$ cat src/rtl/pulse_train_gen.sv
// Programmable pulse-train generator: N pulses of programmable high/low width after a start strobe.
// Latency: first high cycle directly after the start edge; abort idles after one edge. No backpressure.
// Optional continuous mode (num_pulse==0 repeats forever) under PULSE_TRAIN_GEN_CONTINUOUS_EN.
module pulse_train_gen #(
    parameter int CNT_W = 16,
    parameter int NUM_W = 8
) (
    input  logic             i_clk,
    input  logic             i_rst,
    input  logic             i_start,
    input  logic             i_abort,
    input  logic [CNT_W-1:0] i_high_len,
    input  logic [CNT_W-1:0] i_low_len,
    input  logic [NUM_W-1:0] i_num_pulse,
    output logic             o_wave,
    output logic             o_fall,
    output logic             o_busy,
    output logic             o_done
);

    typedef enum logic [1:0] {IDLE, HIGH, LOW} state_t;

    localparam logic [CNT_W-1:0] CNT_ONE = {{(CNT_W-1){1'b0}}, 1'b1};
    localparam logic [NUM_W-1:0] NUM_ONE = {{(NUM_W-1){1'b0}}, 1'b1};

    state_t           state_q, state_d;
    logic [CNT_W-1:0] phase_q, phase_d;
    logic [CNT_W-1:0] high_len_q, high_len_d;
    logic [CNT_W-1:0] low_len_q, low_len_d;
    logic [NUM_W-1:0] pulse_q, pulse_d;
    logic             wave_q, wave_d;
    logic             fall_q, fall_d;
    logic             busy_q, busy_d;
    logic             done_q, done_d;
    logic             cont_mode;

    // A zero width still occupies one cycle so every pulse is visible.
    function automatic logic [CNT_W-1:0] clamp1(input logic [CNT_W-1:0] v);
        return (v == '0) ? CNT_ONE : v;
    endfunction

`ifdef PULSE_TRAIN_GEN_CONTINUOUS_EN
    logic cont_q, cont_d;
    assign cont_mode = cont_q;
`else
    assign cont_mode = 1'b0;
`endif

    always_comb begin
        state_d    = state_q;
        phase_d    = phase_q;
        high_len_d = high_len_q;
        low_len_d  = low_len_q;
        pulse_d    = pulse_q;
        fall_d     = 1'b0;
        done_d     = 1'b0;
`ifdef PULSE_TRAIN_GEN_CONTINUOUS_EN
        cont_d     = cont_q;
`endif
        case (state_q)
            IDLE: begin
                if (i_start && !i_abort) begin
                    high_len_d = clamp1(i_high_len);
                    low_len_d  = clamp1(i_low_len);
                    phase_d    = clamp1(i_high_len);
                    pulse_d    = i_num_pulse;
`ifdef PULSE_TRAIN_GEN_CONTINUOUS_EN
                    cont_d     = (i_num_pulse == '0);
                    state_d    = HIGH;
`else
                    if (i_num_pulse == '0) begin
                        done_d = 1'b1;
                    end else begin
                        state_d = HIGH;
                    end
`endif
                end
            end
            HIGH: begin
                if (phase_q <= CNT_ONE) begin
                    state_d = LOW;
                    phase_d = low_len_q;
                    fall_d  = 1'b1;
                end else begin
                    phase_d = phase_q - CNT_ONE;
                end
            end
            LOW: begin
                if (phase_q > CNT_ONE) begin
                    phase_d = phase_q - CNT_ONE;
                end else if (cont_mode || pulse_q > NUM_ONE) begin
                    state_d = HIGH;
                    phase_d = high_len_q;
                    pulse_d = cont_mode ? pulse_q : pulse_q - NUM_ONE;
                end else begin
                    state_d = IDLE;
                    phase_d = '0;
                    pulse_d = '0;
                    done_d  = 1'b1;
                end
            end
            default: state_d = IDLE;
        endcase

        // Abort wins over everything, including a same-cycle start.
        if (i_abort) begin
            state_d = IDLE;
            phase_d = '0;
            pulse_d = '0;
            fall_d  = 1'b0;
            done_d  = 1'b0;
`ifdef PULSE_TRAIN_GEN_CONTINUOUS_EN
            cont_d  = 1'b0;
`endif
        end

        wave_d = (state_d == HIGH);
        busy_d = (state_d != IDLE);
    end

    always_ff @(posedge i_clk or posedge i_rst) begin
        if (i_rst) begin
            state_q    <= IDLE;
            phase_q    <= '0;
            high_len_q <= '0;
            low_len_q  <= '0;
            pulse_q    <= '0;
            wave_q     <= 1'b0;
            fall_q     <= 1'b0;
            busy_q     <= 1'b0;
            done_q     <= 1'b0;
`ifdef PULSE_TRAIN_GEN_CONTINUOUS_EN
            cont_q     <= 1'b0;
`endif
        end else begin
            state_q    <= state_d;
            phase_q    <= phase_d;
            high_len_q <= high_len_d;
            low_len_q  <= low_len_d;
            pulse_q    <= pulse_d;
            wave_q     <= wave_d;
            fall_q     <= fall_d;
            busy_q     <= busy_d;
            done_q     <= done_d;
`ifdef PULSE_TRAIN_GEN_CONTINUOUS_EN
            cont_q     <= cont_d;
`endif
        end
    end

    assign o_wave = wave_q;
    assign o_fall = fall_q;
    assign o_busy = busy_q;
    assign o_done = done_q;

endmodule

$ cat config.mk
export PLATFORM = sky130hd
export DESIGN_NAME = pulse_train_gen
export DESIGN_NICKNAME = d
export VERILOG_FILES = /design/src/rtl/pulse_train_gen.sv
export SDC_FILE = /design/constraint.sdc
export NUM_CORES = 1
export LEC_CHECK = 0
export CORE_UTILIZATION = 59
export CTS_CLUSTER_DIAMETER = 50
export CTS_CLUSTER_SIZE = 25
export DETAILED_ROUTE_END_ITERATION = 8
export GPL_ROUTABILITY_DRIVEN = 0
export HOLD_SLACK_MARGIN = 0.15
export PLACE_DENSITY = 0.95
export SETUP_SLACK_MARGIN = 0.2
export SLEW_MARGIN = 20
export SYNTH_ARGS = -nofsm -noshare
export SYNTH_HDL_FRONTEND = slang
export SYNTH_SLANG_ARGS = --single-unit
$ cat constraint.sdc
create_clock -name i_clk -period 3.7 [get_ports i_clk]
set_clock_uncertainty 0.1 [all_clocks]
set_input_delay 0.555 -clock i_clk [delete_from_list [all_inputs] [get_ports i_clk]]
set_output_delay 0.555 -clock i_clk [all_outputs]
set_load 0.02 [all_outputs]
==> flow_summary_export.csv <==
group,metric,value,unit
cts,cts.sinks,62,
final_layout,stdcell_count,481,
setup_path,path_depth,5,
placement,place_inst,466,
detailed_routing,drcViolationCount,0,
synthesis,ys.flop_type,"dfrtp_1",
synthesis,synth.ff_latch_count,62,
setup_path,r2r_cells,5,
cts,clk_path_buf_depth,2,
run_status,status,"finished clean",
cts,clk_latency,330,ps
setup_path,startpoint,"phase_q[8]$_DFFE_PP0P_",
synthesis,ys_types,56,
final_layout,final_common_cell,"dfrtp_1",
timing,setup_tns,0,ps
die,rows,27,
final_layout,drive_gt1_frac,0.147,
setup_path,cpMaxStageDelayCell,"nor2_1",
timing,setup_viol,0,
synthesis,synth-seq-area-share,0.435,
setup_path,arrival,3150,ps
setup_path,endpoint_kind,"flip-flop",
grt,overflow,0,
synthesis,synth-edff-count,0,
setup_path,crit_family,"simple AND/OR/NAND/NOR gates",
worst_hold_path,hold_class,"flip-flop to flip-flop",
timing,setup_ws,637,ps
synthesis,synth_area,3560,um2
timing,final-max-slew-violation-count,0,
flow_run,maxCapViolCount,0,
timing,fin_crit_sh,0.828,
setup_path,max_stage_delay,730,ps
grt,grtUsageTotal,0.335,
cts,h-tree-depth,3,
placement,place_ws,726,ps
final_layout,antenna_cells,0,
setup_path,cp-start-kind,"flip-flop",
pwr,irDropWorstVdd,0.307,mV
pwr,power,0.00211,W
synthesis,yosysWarnings,0,
grt,grt_start_max_net_pins,55,
cts,cts-resized-gates,0,
detailed_routing,vias_per_cell,7.05,
synthesis,synth_area_per_cell,9.82,um2
grt,grt_pass1_vias,3234,
detailed_routing,drt_iter0_markers,659,
final_layout,syn2layout_area_growth,20.3,%
synthesis,synth_top_cell_area_share,0.435,
grt,grt_pass1_wl,16000,um
detailed_routing,first_pass_iters,7,
setup_path,rrSetupSlack,640,ps
die,fp.dieArea,6350,um2
detailed_routing,totalWireLength,9980,um
cts,cts_tree,"done",
cts,holdBufCountCts,0,
die,die_width,79.7,um
setup_path,worstPathRequired,3790,ps
cts,clk_pin_slew_worst_paths,70,ps
grt,met1_usage,0.442,
cts,cts_inserted_buffers,9,
die,initial_core_util,0.628,
grt,antenna_found_initial,0,
setup_path,r2r_start,"phase_q[8]$_DFFE_PP0P_",
placement,hpwl,6910,um
die,ios,48,
die,die_y,79.7,um
grt,busiest_layer,"met2",
timing,max_freq,0.326,GHz
setup_path,cp-endpoint,"phase_q[6]$_DFFE_PP0P_",
synthesis,syn_nets,415,
timing,maxSlewHeadroom,0.310,
final_layout,nets,457,
detailed_routing,wl_per_cell,20.8,um
final_layout,postLayoutCoreUtil,0.755,
setup_path,crit_chain,"nor4_1 -> nand3_1 -> nor2_1 -> a211oi_1 -> a2111oi_0",
grt,met3_usage,0.0880,
final_layout,mostFrequentLayoutCells,"dfrtp_1, clkdlybuf4s50_1, o21ai_0",
placement,io_buffer_count,47,
detailed_routing,ant_nets,0,
timing,fin_crit,3060,ps
synthesis,async_reset_ff_frac,1.00,
synthesis,synth_largest_area_cell,"dfrtp_1",
grt,grt_use_met2,0.521,
timing,hold_violations,0,
timing,worst_pin_slew,1030,ps
die,core-area,5680,um2
synthesis,synth.area.top_cells,"dfrtp_1, mux2_2, o21ai_0",
pwr,powerDensity,492,nW/um2
setup_path,worstReg2RegEnd,"phase_q[6]$_DFFE_PP0P_",
timing,grt_setup_unrepaired,"false",
cts,root_buffer,"clkbuf_8",
cts,post_cts_buffers,0,
detailed_routing,vias,3389,
setup_path,worstSetupPathType,"flip-flop to flip-flop",
pwr,p_leak,1.75,nW
setup_path,crit_buf_inv,0,
setup_path,critPathMaxFanout,14,
synthesis,syn_inst,363,
cell usage after synthesis (all sizes together) (5+ instances only):
| master | instances |
|---|---|
| nand3 | 12 |
| a22oi | 18 |
| a21oi | 15 |
| or4 | 6 |
| a221oi | 10 |
| o22ai | 5 |
| mux2 | 29 |
| nand2 | 15 |
| dfrtp | 62 |
| nor4 | 10 |
| buf | 6 |
| nor3 | 14 |
| clkbuf | 18 |
| nor2 | 15 |
| ha | 8 |
| o21ai | 33 |
| inv | 18 |
| xor2 | 6 |
sequential cells by signal, indices dropped and copies added, names as in the netlist:
signal	flops
pulse_q	8
state_q	2
o_done	1
low_len_q	16
o_wave	1
phase_q	16
high_len_q	16
o_fall	1
o_busy	1
cells by family after synthesis:
family,Yosys count,synth area share
flops,62,0.435
xor+xnor,10,0.0246
buf+inv,42,0.0460
compound gates,123,0.240
mux,29,0.0916
simple gates,89,0.134
fa+ha+maj,8,0.0281
per-layer routing:
layer | part of all wire | up-vias
met2 | 0.48 | 267
met1 | 0.38 | 1616
li1 | - | 1475
met3 | 0.12 | 31
met5 | 0 | -
met4 | 0.020 | 0
worst min path at each step:
stage                               from                        end  slack (ps)  cells past startpoint
2_1_floorplan  high_len_q[4]$_DFFE_PP0P_  high_len_q[4]$_DFFE_PP0P_         350                      2
3_3_place_gp   high_len_q[0]$_DFFE_PP0P_  high_len_q[0]$_DFFE_PP0P_         370                      2
3_5_place_dp   high_len_q[0]$_DFFE_PP0P_  high_len_q[0]$_DFFE_PP0P_         380                      2
4_1_cts        high_len_q[0]$_DFFE_PP0P_  high_len_q[0]$_DFFE_PP0P_         400                      2
5_1_grt         low_len_q[0]$_DFFE_PP0P_   low_len_q[0]$_DFFE_PP0P_         430                      2
6_report       high_len_q[0]$_DFFE_PP0P_  high_len_q[0]$_DFFE_PP0P_         390                      2
tightest hold or removal path: cells and delay by family, from the launching register on:
| family | cells | cell delay, ps |
|---|---|---|
| DFF | 1 | 350 |
| AOI/OAI and AO/OA | 1 | 60 |
| and+or+nand+nor | 1 | 50 |
report_power, final:
group / internal (W) / leakage (nW) / switching [W]
sequential: 0.000790 / 0.782 / 0.0000982
clock: 0.000325 / 0.0866 / 0.000272
combinational: 0.000270 / 0.884 / 0.000353
metrics by stage:
stage | hold slack (ps) | instance area, um2
3_3_place_gp | 366 | 4090
3_5_place_dp | 381 | 4090
2_1_floorplan | 346 | 3560
5_1_grt | 427 | 4290
4_1_cts | 396 | 4290
6_report | 395 | 4290
final cells by class:
cell class | instances | area, um2
multi-input combinational | 259 | 1850
sequential | 62 | 1550
clock inverter | 5 | 60.1
tap | 72 | 90.1
timing repair buffer | 55 | 531
inverter | 18 | 68.8
fill | 365 | 1390
clock buffer | 10 | 138
Power figures use the tool's default switching activity.
